<file path="config.mk">
export PLATFORM = sky130hd
export DESIGN_NAME = bsg_axil_txs_stream
export DESIGN_NICKNAME = d
export VERILOG_FILES = /design/src/rtl/bsg_axil_txs_stream.sv
export SDC_FILE = /design/constraint.sdc
export NUM_CORES = 1
export LEC_CHECK = 0
export BUFFER_PORTS_ARGS = -buffer_cell sky130_fd_sc_hd__buf_2
export CORE_ASPECT_RATIO = 0.75
export CORE_UTILIZATION = 30
export CTS_CLUSTER_SIZE = 30
export DETAILED_ROUTE_END_ITERATION = 16
export GPL_TIMING_DRIVEN = 0
export PLACE_DENSITY_LB_ADDON = 0.25
export SLEW_MARGIN = 20
export SYNTH_ARGS = -nofsm -noshare
export SYNTH_HDL_FRONTEND = slang
export SYNTH_SLANG_ARGS = --single-unit
</file>
<file path="constraint.sdc">
create_clock -name clk_i -period 2.8 [get_ports clk_i]
set_input_delay 0.14 -clock clk_i [delete_from_list [all_inputs] [get_ports clk_i]]
set_output_delay 0.14 -clock clk_i [all_outputs]
set_load 0.05 [all_outputs]
</file>
<file path="src/rtl/bsg_axil_txs_stream.sv">
// AXI4-Lite write slave that steers register writes into per-slot TX streams.
// AW and W may arrive in either order or together; stream backpressure is
// honoured with a bounded wait that ends in SLVERR.
module bsg_axil_txs_stream #(
  parameter int          num_fifos_p       = 4,
  parameter int          data_width_p      = 32,
  parameter int          base_addr_width_p = 12,
  parameter logic [31:0] slot_base_addr_p  = 32'h0000_1000,
  parameter logic [31:0] tdr_ofs_p         = 32'h10,
  parameter logic [31:0] isr_ofs_p         = 32'h00,
  parameter int          isr_txc_bit_p     = 27,
  parameter int          timeout_p         = 255
) (
  input  logic                              clk_i,
  input  logic                              reset_n_i,
  input  logic [31:0]                       awaddr_i,
  input  logic                              awvalid_i,
  output logic                              awready_o,
  input  logic [data_width_p-1:0]           wdata_i,
  input  logic [data_width_p/8-1:0]         wstrb_i,
  input  logic                              wvalid_i,
  output logic                              wready_o,
  output logic [1:0]                        bresp_o,
  output logic                              bvalid_o,
  input  logic                              bready_i,
  output logic [num_fifos_p*data_width_p-1:0] txs_o,
  output logic [num_fifos_p-1:0]            txs_v_o,
  input  logic [num_fifos_p-1:0]            txs_ready_i,
  output logic [num_fifos_p-1:0]            clr_isrs_txc_o
);

  localparam int strb_width_lp = data_width_p / 8;
  localparam int cnt_width_lp  = $clog2(timeout_p + 1);
  localparam logic [cnt_width_lp-1:0] cnt_last_lp = cnt_width_lp'(timeout_p - 1);

  localparam logic [1:0] resp_okay   = 2'b00;
  localparam logic [1:0] resp_slverr = 2'b10;
  localparam logic [1:0] resp_decerr = 2'b11;

  typedef enum logic [1:0] {IDLE, DISPATCH, RESP} state_e;

  state_e                    state_r, state_n;
  logic                      aw_v_r, aw_v_n, w_v_r, w_v_n;
  logic [31:0]               addr_r, addr_n;
  logic [data_width_p-1:0]   data_r, data_n;
  logic [strb_width_lp-1:0]  strb_r, strb_n;
  logic [1:0]                bresp_r, bresp_n;
  logic [cnt_width_lp-1:0]   cnt_r, cnt_n;

  logic [31:0]               slot_ofs, slot;
  logic                      hit, is_tdr, is_isr, full_strb, ready_hit;
  logic [num_fifos_p-1:0]    sel;
  logic                      aw_hs, w_hs;

  // Decode the captured address into a one-hot slot select.
  always_comb begin
    slot_ofs  = addr_r - slot_base_addr_p;
    slot      = slot_ofs >> base_addr_width_p;
    hit       = (addr_r >= slot_base_addr_p) && (slot < 32'(num_fifos_p));
    is_tdr    = addr_r[base_addr_width_p-1:0] == tdr_ofs_p[base_addr_width_p-1:0];
    is_isr    = addr_r[base_addr_width_p-1:0] == isr_ofs_p[base_addr_width_p-1:0];
    full_strb = &strb_r;
    sel       = '0;
    for (int unsigned i = 0; i < num_fifos_p; i++)
      if (hit && slot == 32'(i)) sel[i] = 1'b1;
    ready_hit = |(txs_ready_i & sel);
  end

  // State and payload registers.
  always_ff @(posedge clk_i or negedge reset_n_i) begin
    if (!reset_n_i) begin
      state_r <= IDLE;
      aw_v_r  <= 1'b0;
      w_v_r   <= 1'b0;
      addr_r  <= '0;
      data_r  <= '0;
      strb_r  <= '0;
      bresp_r <= '0;
      cnt_r   <= '0;
    end else begin
      state_r <= state_n;
      aw_v_r  <= aw_v_n;
      w_v_r   <= w_v_n;
      addr_r  <= addr_n;
      data_r  <= data_n;
      strb_r  <= strb_n;
      bresp_r <= bresp_n;
      cnt_r   <= cnt_n;
    end
  end

  // Next-state, capture and handshake outputs.
  always_comb begin
    state_n        = state_r;
    aw_v_n         = aw_v_r;
    w_v_n          = w_v_r;
    addr_n         = addr_r;
    data_n         = data_r;
    strb_n         = strb_r;
    bresp_n        = bresp_r;
    cnt_n          = cnt_r;
    awready_o      = 1'b0;
    wready_o       = 1'b0;
    bvalid_o       = 1'b0;
    txs_v_o        = '0;
    clr_isrs_txc_o = '0;
    aw_hs          = 1'b0;
    w_hs           = 1'b0;
    unique case (state_r)
      IDLE: begin
        // readies are held low while reset is asserted
        awready_o = ~aw_v_r & reset_n_i;
        wready_o  = ~w_v_r & reset_n_i;
        aw_hs     = awvalid_i & awready_o;
        w_hs      = wvalid_i & wready_o;
        if (aw_hs) begin
          addr_n = awaddr_i;
          aw_v_n = 1'b1;
        end
        if (w_hs) begin
          data_n = wdata_i;
          strb_n = wstrb_i;
          w_v_n  = 1'b1;
        end
        if ((aw_v_r | aw_hs) && (w_v_r | w_hs)) begin
          aw_v_n  = 1'b0;
          w_v_n   = 1'b0;
          state_n = DISPATCH;
        end
      end
      DISPATCH: begin
        if (!hit) begin
          bresp_n = resp_decerr;
          state_n = RESP;
        end else if (is_tdr) begin
          if (!full_strb) begin
            bresp_n = resp_slverr;
            state_n = RESP;
          end else begin
            txs_v_o = sel;
            // a ready in the final wait cycle still completes with OKAY
            if (ready_hit) begin
              bresp_n = resp_okay;
              state_n = RESP;
            end else begin
              cnt_n = cnt_r + cnt_width_lp'(1);
              if (cnt_r == cnt_last_lp) begin
                bresp_n = resp_slverr;
                state_n = RESP;
              end
            end
          end
        end else if (is_isr) begin
          clr_isrs_txc_o = sel & {num_fifos_p{data_r[isr_txc_bit_p]}};
          bresp_n        = resp_okay;
          state_n        = RESP;
        end else begin
          bresp_n = resp_okay;
          state_n = RESP;
        end
      end
      RESP: begin
        bvalid_o = 1'b1;
        if (bready_i) begin
          cnt_n   = '0;
          state_n = IDLE;
        end
      end
      default: state_n = IDLE;
    endcase
  end

  assign bresp_o = bresp_r;
  assign txs_o   = {num_fifos_p{data_r}};

endmodule
</file>
; Word-level counts from Yosys, hierarchy flattened
; Index checks and enable logic that the tools add are counted.
[word_totals]
register_bits = 82
elab_cells = 95
in_bits = 77
out_inout_bits = 141
[classes]
reduce_logical = 21
add_sub_neg = 2
eq_ne = 15
bitwise = 10
n_mux = 37
order_cmp = 2
[op_table]
columns = operator, count
row1 = $eq 20x2->1 const B, 2
row2 = $mux 8, 5
row3 = $ge 32x13->1 const B, 1
row4 = $logic_not 32->1, 1
row5 = $mux 4, 8
row6 = $sub 32x13->32 const B, 1
row7 = $mux 2, 11
row8 = $eq 20x1->1 const B, 1
row9 = $lt 20x3->1 const B, 1
row10 = $pmux 8 s2, 1
row11 = $eq 12x5->1 const B, 1
row12 = $logic_not 12->1, 1
row13 = $ne 2x2->1 const B, 6
row14 = $mux 1, 11
row15 = $reduce_and 2->1, 5
row16 = $add 8x1->8 const B, 1
row17 = $and 4x4->4, 2
row18 = $eq 8x8->1 const B, 1
row19 = $logic_and 1x1->1, 6
row20 = $ne 6x6->1 const B, 1
row21 = $pmux 2 s3, 1
row22 = $reduce_and 6->1, 1
row23 = $reduce_bool 2->1, 3
row24 = $ne 5x3->1 const B, 1
row25 = other kinds (9), 14

; Depth between registers and ports, before layout
[logic_depth]
ltp_word = 12
mapped_depth = 8
ltp_nobuf = 6

; Worst setup path after synthesis
; No wires, ideal clock.
[synth_timing]
path_type = register to output
start = reg addr_r[13]
end = out clr_isrs_txc_o[1]
arrival_ns = 3.756
n_path_buf = 2
path_stages_with_launch = 9
t_required_ns = 2.660
setup_slack_ns = -1.096
path_cell_list = dfrtp_1 > buf_6 > or4_4 > nor4_4 > nand2_1 > xnor2_1 > or4_1 > clkbuf_1 > nor4_1
[synth_between]
elab_chain_len = 10
word_cells_on_any_way = 12
cone_classes = add/sub (1) / order compare (2) / eq/ne (1) / mux (5) / bitwise (1) / reduce/logical (2)
[synth_rtl]
columns = element, line_no
row1 = start: declaration, 44  ; logic [31:0] addr_r, addr_n;
row2 = start signal: assignment, 84  ; addr_r <= addr_n;
row3 = $sub 32x13->32, 57  ; slot_ofs = addr_r - slot_base_addr_p;
row4 = $lt 20x3->1, 59  ; hit = (addr_r >= slot_base_addr_p) && (slot < 32'(num_fifos_p));
row5 = $logic_and 1x1->1, 59
row6 = $logic_and 1x1->1, 65  ; if (hit && slot == 32'(i)) sel[i] = 1'b1;
row7 = $mux 1, 65
row8 = $and 4x4->4, 154  ; clr_isrs_txc_o = sel & {num_fifos_p{data_r[isr_txc_bit_p]}};
row9 = $mux 4, 153  ; end else if (is_isr) begin
row10 = $mux 4, 135  ; end else if (is_tdr) begin
row11 = $mux 4 *, 132  ; if (!hit) begin
row12 = $mux 4 *, 109  ; unique case (state_r)
row13 = end: declaration, 29  ; output logic [num_fifos_p-1:0] clr_isrs_txc_o
; Mark *: on every way between the ends. The rest lies on a longest branch, timed or not.

; Worst setup path in the final report
[layout_timing]
start = reg addr_r[13]
end = out txs_v_o[1]
[layout_between]
elab_chain_len = 9
word_cells_on_any_way = 11
cone_classes = add/sub (1) / order compare (2) / eq/ne (1) / mux (5) / reduce/logical (2)
[layout_rtl]
columns = element, line_no
row1 = $sub 32x13->32, 57
row2 = $lt 20x3->1, 59
row3 = $logic_and 1x1->1, 59
row4 = $logic_and 1x1->1, 65
row5 = $mux 1, 65
row6 = $mux 4, 136  ; if (!full_strb) begin
row7 = $mux 4, 135
row8 = $mux 4 *, 132
row9 = $mux 4 *, 109
row10 = end: declaration, 27  ; output logic [num_fifos_p-1:0] txs_v_o,
; Marks and branches as above.

==> impl_metrics.csv <==
group,metric,value,unit
outcome,status,"complete, but fails checks",
outcome,violations,"negative setup slack",
critical_path,crit_arrival,3.00,ns
global_route,overflow,0,
logic_synthesis,ys.flop_type,"dfrtp_1",
floorplanning,start_util,30.8,%
cells_and_area,multi_input_area,1760,um2
timing,maxSlewViolCount,0,
logic_synthesis,synth_area_leaders,"dfrtp_1 46%, mux2_2 17%, buf_4 16%",
floorplanning,die_area,15400,um2
logic_synthesis,synth_top_area_cell,"dfrtp_1",
timing,timing.slew.headroom,56.8,%
floorplanning,die_h,108,um
route,dr.first_iter.drc_count,127,
route,post_drt_wl_per_cell,13.3,um
critical_path,cp-end-kind,"output port",
place,dp_hpwl,8.73,mm
cells_and_area,final_area,6430,um2
critical_path,r2r_cells,10,
clock_network,root_buffer,"clkbuf_16",
logic_synthesis,synth-xor-area-share,0.391,%
critical_path,crit_path_max_fanout,10,
min_path,holdCritPathClass,"input port to flip-flop",
cells_and_area,fillers,1404,
critical_path,r2r-start,"addr_r[13]",
clock_network,ctsHtreeMaxLevel,3,
global_route,grtUsageTotal,14.8,%
global_route,grt_pass1_wl,17.5,mm
critical_path,worstPathRequired,2.66,ns
logic_synthesis,yosysUniqueCellTypes,48,
clock_network,cts_buffer_depth,2,
logic_synthesis,synth-adder-area-share,0.558,%
cells_and_area,register_area,2050,um2
critical_path,start_kind,"flip-flop",
route,viasPerCell,4.37,
critical_path,timing.rr.end,"cnt_r[7]",
logic_synthesis,synth_nets,478,
run,cap_violations,0,
logic_synthesis,synth-compound-area-share,5.92,%
logic_synthesis,synth_top_family_by_area,"buffers and inverters",
logic_synthesis,synthCells,399,
logic_synthesis,synth_top_area_share,45.8,%
place,port_buffers,217,
floorplanning,core-area,14500,um2
place,gp_congestion,0.839,
route,route.detailed.drc,0,
cells_and_area,drive_above_1_share,68.1,%
timing,finalHoldViolations,0,
clock_network,worstSkewPairLatency,0.34,ns
place,dpl_cell_area,5980,um2
cells_and_area,fin_nets,711,
route,ant_nets,0,
clock_network,clock_sinks,82,
timing,skew,0.00486,ns
timing,post-route-period-util,112,%
critical_path,regToRegSetupSlack,0.08,ns
min_path,hp-start,"bready_i",
logic_synthesis,ys_warn_count,0,
cells_and_area,num_antenna_cells,0,
min_path,worstHoldEndpoint,"state_r[1]",
timing,setup_viol,8,
min_path,hold_depth,2,
floorplanning,num_io_pins,218,
timing,worst_pin_slew,0.648,ns
global_route,antenna_found_initial,0,
route,via_count,3655,
global_route,grt_max_degree,58,
cells_and_area,syn_to_final_growth,43.4,%
route,drtPass1Iterations,4,
logic_synthesis,synthArstFlopShare,100,%
logic_synthesis,synthSimpleGateAreaFrac,11.7,%
logic_synthesis,synth_edf_count,0,
global_route,grt_pass1_vias,3407,
timing,max_freq,318,MHz
clock_network,cts_buffers,9,
logic_synthesis,syn_area_per_cell,11.2,um2
timing,fin_ws,-0.341,ns
logic_synthesis,synth.cell_area,4480,um2
logic_synthesis,ys_ff_latch,82,
route,wirelength,11.1,mm
critical_path,worstSetupPathType,"flip-flop to output port",
logic_synthesis,synth_seq_area_share,45.8,%
timing,rsz0062_at_grt,"yes",
floorplanning,dieWidth,143,um
clock_network,cts_tree,"yes",
clock_network,clk_pin_slew,0.06,ns
floorplanning,num_rows,38,
logic_synthesis,synthMuxAreaShare,17.3,%
timing,finalCriticalPeriod,3.14,ns
[layout by cell type, fill, tap and decap left out, types with 7 or more instances in the layout]
cell,Yosys,final
mux2_2,68,68
o21ai_0,9,8
buf_4,96,100
buf_2,1,209
inv_1,11,11
or3_1,7,7
clkbuf_16,0,10
buf_6,2,10
nand3_1,11,11
dfrtp_1,82,82
nand2_1,13,12
a21oi_1,12,12
nor2_1,10,10
[critical path, cell delays in order, from the launching register on]
cell and delay [ns]:
dfrtp_1 0.37, buf_6 0.14, or4_4 0.44, nor4_4 0.33, nand2_1 0.11, xnor2_1 0.16, or4_4 0.50, clkbuf_16 0.20
nor4_4 0.20, buf_6 0.21
[synthesized netlist by cell type, drive strengths merged (9+ instances only)]
library cell and n:
nand3 11, dfrtp 82, mux2 68, inv 11
or3 9, nand2 13, nor4 13, buf 103
a21oi 12, nor2 10, or4 10, o21ai 9
[cell families (layout without fill, tap and decap cells)]
logic type	after synthesis	after routing
compound gates	40	40
xor+xnor	2	2
fa+ha+maj	2	2
buf+inv	119	357
flops	82	82
mux	69	69
simple gates	85	85
[area by class of cell]
| class | count | share of cell area [%] |
|---|---|---|
| inverters | 11 | 0.642 |
| repair buffers | 222 | 18.6 |
| multi-input cells | 198 | 27.4 |
| clock buffers | 11 | 3.78 |
| plain buffers | 108 | 12.5 |
| well taps | 200 | 3.89 |
| clock inverters | 5 | 1.21 |
| flip-flops and latches | 82 | 31.9 |
[worst max path at each step]
stage	to	from	slack [ns]
floorplan	clr_isrs_txc_o[2]	addr_r[20]	-0.16
global placement	data_r[29]	reset_n_i	-0.49
detailed placement	clr_isrs_txc_o[2]	addr_r[12]	-0.33
CTS	txs_v_o[1]	addr_r[19]	-0.38
global route	clr_isrs_txc_o[3]	addr_r[13]	-0.46
finish	txs_v_o[1]	addr_r[13]	-0.34
[sequential cells by signal (all words and copies together), names as in the netlist]
| name | flops |
|---|---|
| strb_r | 4 |
| w_v_r | 1 |
| addr_r | 32 |
| state_r | 2 |
| aw_v_r | 1 |
| bresp_o | 2 |
| data_r | 32 |
| cnt_r | 8 |
[timing repair]
action | in CTS | in global routing
endpoints found under the hold margin | 28 | 0
buffers inserted | 2 | 1
setup endpoints to repair | 8 | 8
gates resized for setup | 24 | 2
pin swaps | 6 | 1
hold buffers | 1 | 0
[routing by layer]
| layer | GRT usage, % | part of all wire, % |
|---|---|---|
| met5 | 0 | 0 |
| met4 | 4.22 | 1.1 |
| met3 | 5.43 | 8.2 |
| met2 | 23.3 | 47 |
| met1 | 18.9 | 44 |
[metrics by stage]
step	setup WS (ns)	setup TNS (ns)	util (%)	hold slack (ns)	cells
2_1_floorplan	-0.163	-0.484	-	-0.156	399
3_3_place_gp	-0.495	-24.09	40.9	0.369	816
3_5_place_dp	-0.325	-1.91	41.1	0.100	817
4_1_cts	-0.381	-2.87	44.1	0.00261	836
5_1_grt	-0.463	-3.52	44.2	0.0123	837
6_report	-0.341	-2.53	44.2	0.0176	837
Power is left out: the tool's default activity adds up to more than one toggle a clock period on the data nets, which glitch-free logic cannot reach.
